### src/rtl/traffic_monitor.sv
// traffic_monitor: watches the lamp outputs of a traffic-light controller and flags
// illegal patterns, out-of-order transitions and patterns held for too long.
//
// Parameters
//   MAX_DWELL  consecutive samples one pattern may be held before a stuck fault
// Ports
//   clk        single clock, all state on the rising edge
//   rst        synchronous active-high reset
//   red/amber/green  lamp inputs, sampled every rising edge
//   state      monitor state: 0=SYNC 1=T_R 2=T_RA 3=T_G 4=T_A (registered)
//   err_pulse  one-cycle fault strobe
//   err        sticky fault flag, cleared only by rst
//   err_count  saturating fault count
//   seq_count  wrapping count of completed R->RA->G->A->R cycles
module traffic_monitor #(
  parameter int unsigned MAX_DWELL = 15
) (
  input  logic       clk,
  input  logic       rst,
  input  logic       red,
  input  logic       amber,
  input  logic       green,
  output logic [2:0] state,
  output logic       err_pulse,
  output logic       err,
  output logic [3:0] err_count,
  output logic [7:0] seq_count
);

  typedef enum logic [2:0] {
    StSync     = 3'd0,
    StRed      = 3'd1,
    StRedAmber = 3'd2,
    StGreen    = 3'd3,
    StAmber    = 3'd4
  } state_e;

  state_e     state_q, state_d;
  logic [7:0] dwell_q, dwell_d;
  // Set once a stuck fault has been raised for the current hold; cleared on pattern change.
  logic       stuck_q, stuck_d;
  logic       err_pulse_q, err_q;
  logic [3:0] err_count_q;
  logic [7:0] seq_count_q;

  logic [2:0] pattern;
  logic       legal;
  state_e     pat_state;
  state_e     next_legal;
  logic       fault;
  logic       seq_inc;

  assign pattern = {red, amber, green};

  // Map the sampled pattern onto the state it represents.
  always_comb begin
    legal     = 1'b1;
    pat_state = StSync;
    unique case (pattern)
      3'b100:  pat_state = StRed;
      3'b110:  pat_state = StRedAmber;
      3'b001:  pat_state = StGreen;
      3'b010:  pat_state = StAmber;
      default: legal = 1'b0;
    endcase
  end

  // Expected successor of the current state in the R->RA->G->A->R cycle.
  always_comb begin
    next_legal = StSync;
    unique case (state_q)
      StRed:      next_legal = StRedAmber;
      StRedAmber: next_legal = StGreen;
      StGreen:    next_legal = StAmber;
      StAmber:    next_legal = StRed;
      default:    next_legal = StSync;
    endcase
  end

  always_comb begin
    state_d = state_q;
    dwell_d = dwell_q;
    stuck_d = stuck_q;
    fault   = 1'b0;
    seq_inc = 1'b0;
    if (!legal) begin
      fault   = 1'b1;
      state_d = StSync;
      dwell_d = 8'd0;
      stuck_d = 1'b0;
    end else if (state_q == StSync) begin
      state_d = pat_state;
      dwell_d = 8'd1;
      stuck_d = 1'b0;
    end else if (pat_state == state_q) begin
      if (dwell_q != 8'hFF) dwell_d = dwell_q + 8'd1;
      // Compare the dwell before this sample: the (MAX_DWELL+1)th hold is the stuck one.
      if (32'(dwell_q) >= MAX_DWELL && !stuck_q) begin
        fault   = 1'b1;
        stuck_d = 1'b1;
      end
    end else begin
      // Either the proper successor or an out-of-order resync; both land on the pattern.
      state_d = pat_state;
      dwell_d = 8'd1;
      stuck_d = 1'b0;
      if (pat_state == next_legal) begin
        seq_inc = (state_q == StAmber);
      end else begin
        fault = 1'b1;
      end
    end
  end

  always_ff @(posedge clk) begin
    if (rst) begin
      state_q     <= StSync;
      dwell_q     <= 8'd0;
      stuck_q     <= 1'b0;
      err_pulse_q <= 1'b0;
      err_q       <= 1'b0;
      err_count_q <= 4'd0;
      seq_count_q <= 8'd0;
    end else begin
      state_q     <= state_d;
      dwell_q     <= dwell_d;
      stuck_q     <= stuck_d;
      err_pulse_q <= fault;
      err_q       <= err_q | fault;
      if (fault && err_count_q != 4'hF) err_count_q <= err_count_q + 4'd1;
      if (seq_inc) seq_count_q <= seq_count_q + 8'd1;
    end
  end

  assign state     = state_q;
  assign err_pulse = err_pulse_q;
  assign err       = err_q;
  assign err_count = err_count_q;
  assign seq_count = seq_count_q;

endmodule

### config.mk
export PLATFORM = sky130hd
export DESIGN_NAME = traffic_monitor
export DESIGN_NICKNAME = d
export VERILOG_FILES = /design/src/rtl/traffic_monitor.sv
export SDC_FILE = /design/constraint.sdc
export NUM_CORES = 1
export LEC_CHECK = 0
export ABC_CLOCK_PERIOD_IN_PS = 2850
export BUFFER_PORTS_ARGS = -buffer_cell sky130_fd_sc_hd__buf_4
export CAP_MARGIN = 0
export CORE_MARGIN = 2
export CORE_UTILIZATION = 58
export CTS_BUF_LIST = sky130_fd_sc_hd__clkbuf_4 sky130_fd_sc_hd__clkbuf_8
export DETAILED_ROUTE_END_ITERATION = 10
export GPL_TIMING_DRIVEN = 0
export PLACE_DENSITY = 0.9
export SLEW_MARGIN = 20
export SYNTH_ARGS = -nofsm -noshare
export SYNTH_HDL_FRONTEND = slang
export SYNTH_SLANG_ARGS = --single-unit
### constraint.sdc
create_clock -name clk -period 2.85 [get_ports clk]
set_input_delay 0.7125 -clock clk [delete_from_list [all_inputs] [get_ports clk]]
set_output_delay 0.7125 -clock clk [all_outputs]
set_load 0.02 [all_outputs]
==> run_results.csv <==
group,metric,value,unit
run_status,status,"finished, final reports clean",
worst_setup_path,r2r.worst_path.cells,8,
clocking,cts_htree_levels,1,
worst_setup_path,startpoint,"dwell_q[0]$_SDFFE_PP0P_",
yosys,netlist-cell-type-count,42,
sta,slew_violations,0,
clocking,worstSkewPairLatency,320,ps
route,ant_nets,0,
yosys,ys.flop_type,"dfxtp_1",
sta,setup_tns,0,ps
floorplan,coreArea,2233,µm²
worst_setup_path,timing.rr.end,"err_count[3]$_SDFFE_PP0P_",
yosys,synth_seq_cells,26,
power,power.internal,500.9,µW
global_routing,grt_max_degree,15,
power,irDropWorstVdd,0.3450,mV
run,maxCapViolations,0,
layout,fin_cells,207,
power,p_sw_frac,0.2631,
sta,slew_headroom,0.5492,
yosys,synth_area_leaders,"dfxtp_1, nor2_1, xor2_1, nand2b_1, nand3_1",
yosys,postSynthCellCount,156,
clocking,cts_made_buffers,3,
yosys,synth_edf_count,0,
sta,fin_crit,2265,ps
worst_setup_path,arrival,2490,ps
clocking,cts_buffer_depth,2,
clocking,clkSinkCount,26,
clocking,clock-root-buffer,"clkbuf_4",
clocking,cts_setup_buffers,0,
route,drc_errors,0,
sta,worst_pin_slew,674.2,ps
power,cellPowerDensity,429.1,nW/µm²
floorplan,pin_count,22,
yosys,yosysSeqAreaShare,0.3799,
yosys,async_reset_ff_frac,0,
placed_design,place_congestion,0.8902,
worst_setup_path,r2r-start,"dwell_q[0]$_SDFFE_PP0P_",
sta,period_share,0.7946,
global_routing,grt_pass1_vias,1102,
layout,fin_nets,188,
sta,setup_viol,0,
route,routed_wl,2743,µm
power,cellLeakagePower,0.0005905,µW
placed_design,dpl.hpwl,1970,µm
clocking,clk_pin_slew,130,ps
route,dr.pass1.iters,5,
worst_setup_path,cp-end-kind,"flip-flop",
sta,fin_worst_skew,5.230,ps
global_routing,grt_usage,0.2279,
clocking,hold_buffers,0,
placed_design,dpl.cell_count,203,
sta,fmax,441.6,MHz
worst_setup_path,cp-endpoint,"err_count[3]$_SDFFE_PP0P_",
global_routing,antenna_found_initial,0,
sta,hold_viol,0,
yosys,syn_area,1370,µm²
worst_hold_path,hp-class,"flip-flop to flip-flop",
power,total_power,679.7,µW
global_routing,gr-total-overflow,0,
route,num_vias,1188,
yosys,ys_warn_count,0,
worst_setup_path,crit_path_start_kind,"flip-flop",
floorplan,rows,17,
sta,rsz0062_at_grt,"false",
worst_setup_path,crit_type,"flip-flop to flip-flop",
layout,drive_gt1_frac,0.2011,
floorplan,fp.dieH,52.60,µm
yosys,synth_top_area_share,0.3799,
power,switchingPower,178.8,µW
power,p_clk_frac,0.268,
yosys,synth_fp_nets,164,
layout,area_growth_syn_to_layout,15.62,%
placed_design,numPortBuffers,19,
worst_setup_path,critPathMaxFanout,8,
power,pwr-share-comb,0.160,
worst_setup_path,rrSetupSlack,590,ps
route,vias_per_cell,5.739,
worst_setup_path,required,3070,ps
yosys,synth.avg_cell_area,8.782,µm²
floorplan,start_util,0.6134,
clocking,cts.repair.resized,0,
clocking,cts_tree,"built",
floorplan,dieArea,2767,µm²
layout,n_antenna_cell,0,
route,routedWlPerCell,13.25,µm
yosys,yosysTopAreaCell,"dfxtp_1",
route,drt_iter0_markers,22,
floorplan,dieWidth,52.60,µm
layout,fillers,182,
power,seqPwrFrac,0.572,
global_routing,grt_pass1_wl,4712,µm
-- cell usage in the layout, fill, tap and decap left out, types with 3 or more instances in the layout --
master / synthesis / final
nor2_1: 23 / 23
xor2_1: 8 / 8
a21oi_1: 3 / 3
or4_1: 3 / 3
o21ai_0: 4 / 4
inv_1: 6 / 6
nand3_1: 9 / 9
buf_2: 4 / 4
dfxtp_1: 26 / 26
clkbuf_1: 3 / 3
xnor2_1: 5 / 5
clkbuf_4: 0 / 3
buf_4: 0 / 19
nand4_1: 5 / 5
nor3b_1: 3 / 3
nor3_1: 5 / 5
nand2b_1: 8 / 8
ha_1: 3 / 3
nand2_1: 8 / 8
-- stage by stage --
| step | hold slack (ps) | worst slack, ps | util | cell area (µm²) |
|---|---|---|---|---|
| after floorplan | 447.2 | 403.2 | - | 1370 |
| after global placement | 435.9 | 309.6 | 0.6930 | 1548 |
| after detailed placement | 464.8 | 278.7 | 0.6930 | 1548 |
| after CTS | 483.7 | 576.8 | 0.7092 | 1584 |
| after global routing | 513.2 | 414.5 | 0.7092 | 1584 |
| final | 477.8 | 585.5 | 0.7092 | 1584 |
-- critical path: stages (launching register included) --
cell and delay, ps:
dfxtp_1 410, ha_1 220, and3_1 160, clkbuf_1 260, nor2_1 90, nor2_1 170, a311oi_4 90, or2_2 390
a2111oi_2 370
-- registers in the layout, indices dropped and copies added, names as in the netlist --
register / count
err_pulse: 1
dwell_q: 8
err: 1
err_count: 4
stuck_q: 1
state: 3
seq_count: 8
-- area by class of cell --
type                    instances  area [µm²]  share of cell area
plain buffers                   8       42.54             0.02686
multi-input cells             116       784.5              0.4953
repair buffers                 19       142.6             0.09005
clock buffers                   4       36.28             0.02291
inverters                       6       22.52             0.01422
well taps                      28       35.03             0.02212
flip-flops and latches         26       520.5              0.3286
-- logic make-up after synthesis --
group           after synthesis  synth area share
buf+inv                      14           0.04749
compound gates               22            0.1470
flops                        26            0.3799
mux                           3           0.02557
fa+ha+maj                     3           0.02740
xor+xnor                     13           0.08311
simple gates                 75            0.2895
-- power groups by stage --
| stage | clock (µW) | sequential [µW] | combinational, µW |
|---|---|---|---|
| 3_5_place_dp | 0 | 396 | 108 |
| 6_report | 182 | 389 | 108 |
| 2_1_floorplan | 0 | 407 | 65.0 |
| 5_1_grt | 199 | 391 | 119 |
| 4_1_cts | 187 | 389 | 109 |
| 3_3_place_gp | 0 | 395 | 104 |
-- metal layers --
metal	GRT usage	part of all wire
met1	0.3110	0.45
met2	0.3542	0.49
met3	0.02571	0.034
met4	0.1111	0.019
met5	0	0
-- synthesized netlist by cell type (2+ instances only) --
cell and number:
nand4_1 5, a21oi_1 3, mux2i_1 2, ha_1 3
dfxtp_1 26, clkbuf_1 3, o21ai_0 4, xor2_1 8
inv_1 6, nor2b_1 2, nor3b_1 3, nand3_1 9
or4_1 3, a31oi_1 2, nand2b_1 8, and3_1 2
o32ai_1 2, nor3_1 5, nor2_1 23, nand2_1 8
xnor2_1 5, buf_2 4
-- worst min path at each step --
stage,startpoint,end,slack [ps],depth (start not counted)
after detailed placement,err$_SDFF_PP0_,err$_SDFF_PP0_,460,2
after global placement,err$_SDFF_PP0_,err$_SDFF_PP0_,440,2
after global routing,err$_SDFF_PP0_,err$_SDFF_PP0_,510,2
final,err$_SDFF_PP0_,err$_SDFF_PP0_,480,2
after floorplan,stuck_q$_SDFFE_PP0N_,stuck_q$_SDFFE_PP0N_,450,2
after CTS,err$_SDFF_PP0_,err$_SDFF_PP0_,480,2
Note: power is estimated with default switching activity, not from simulation.
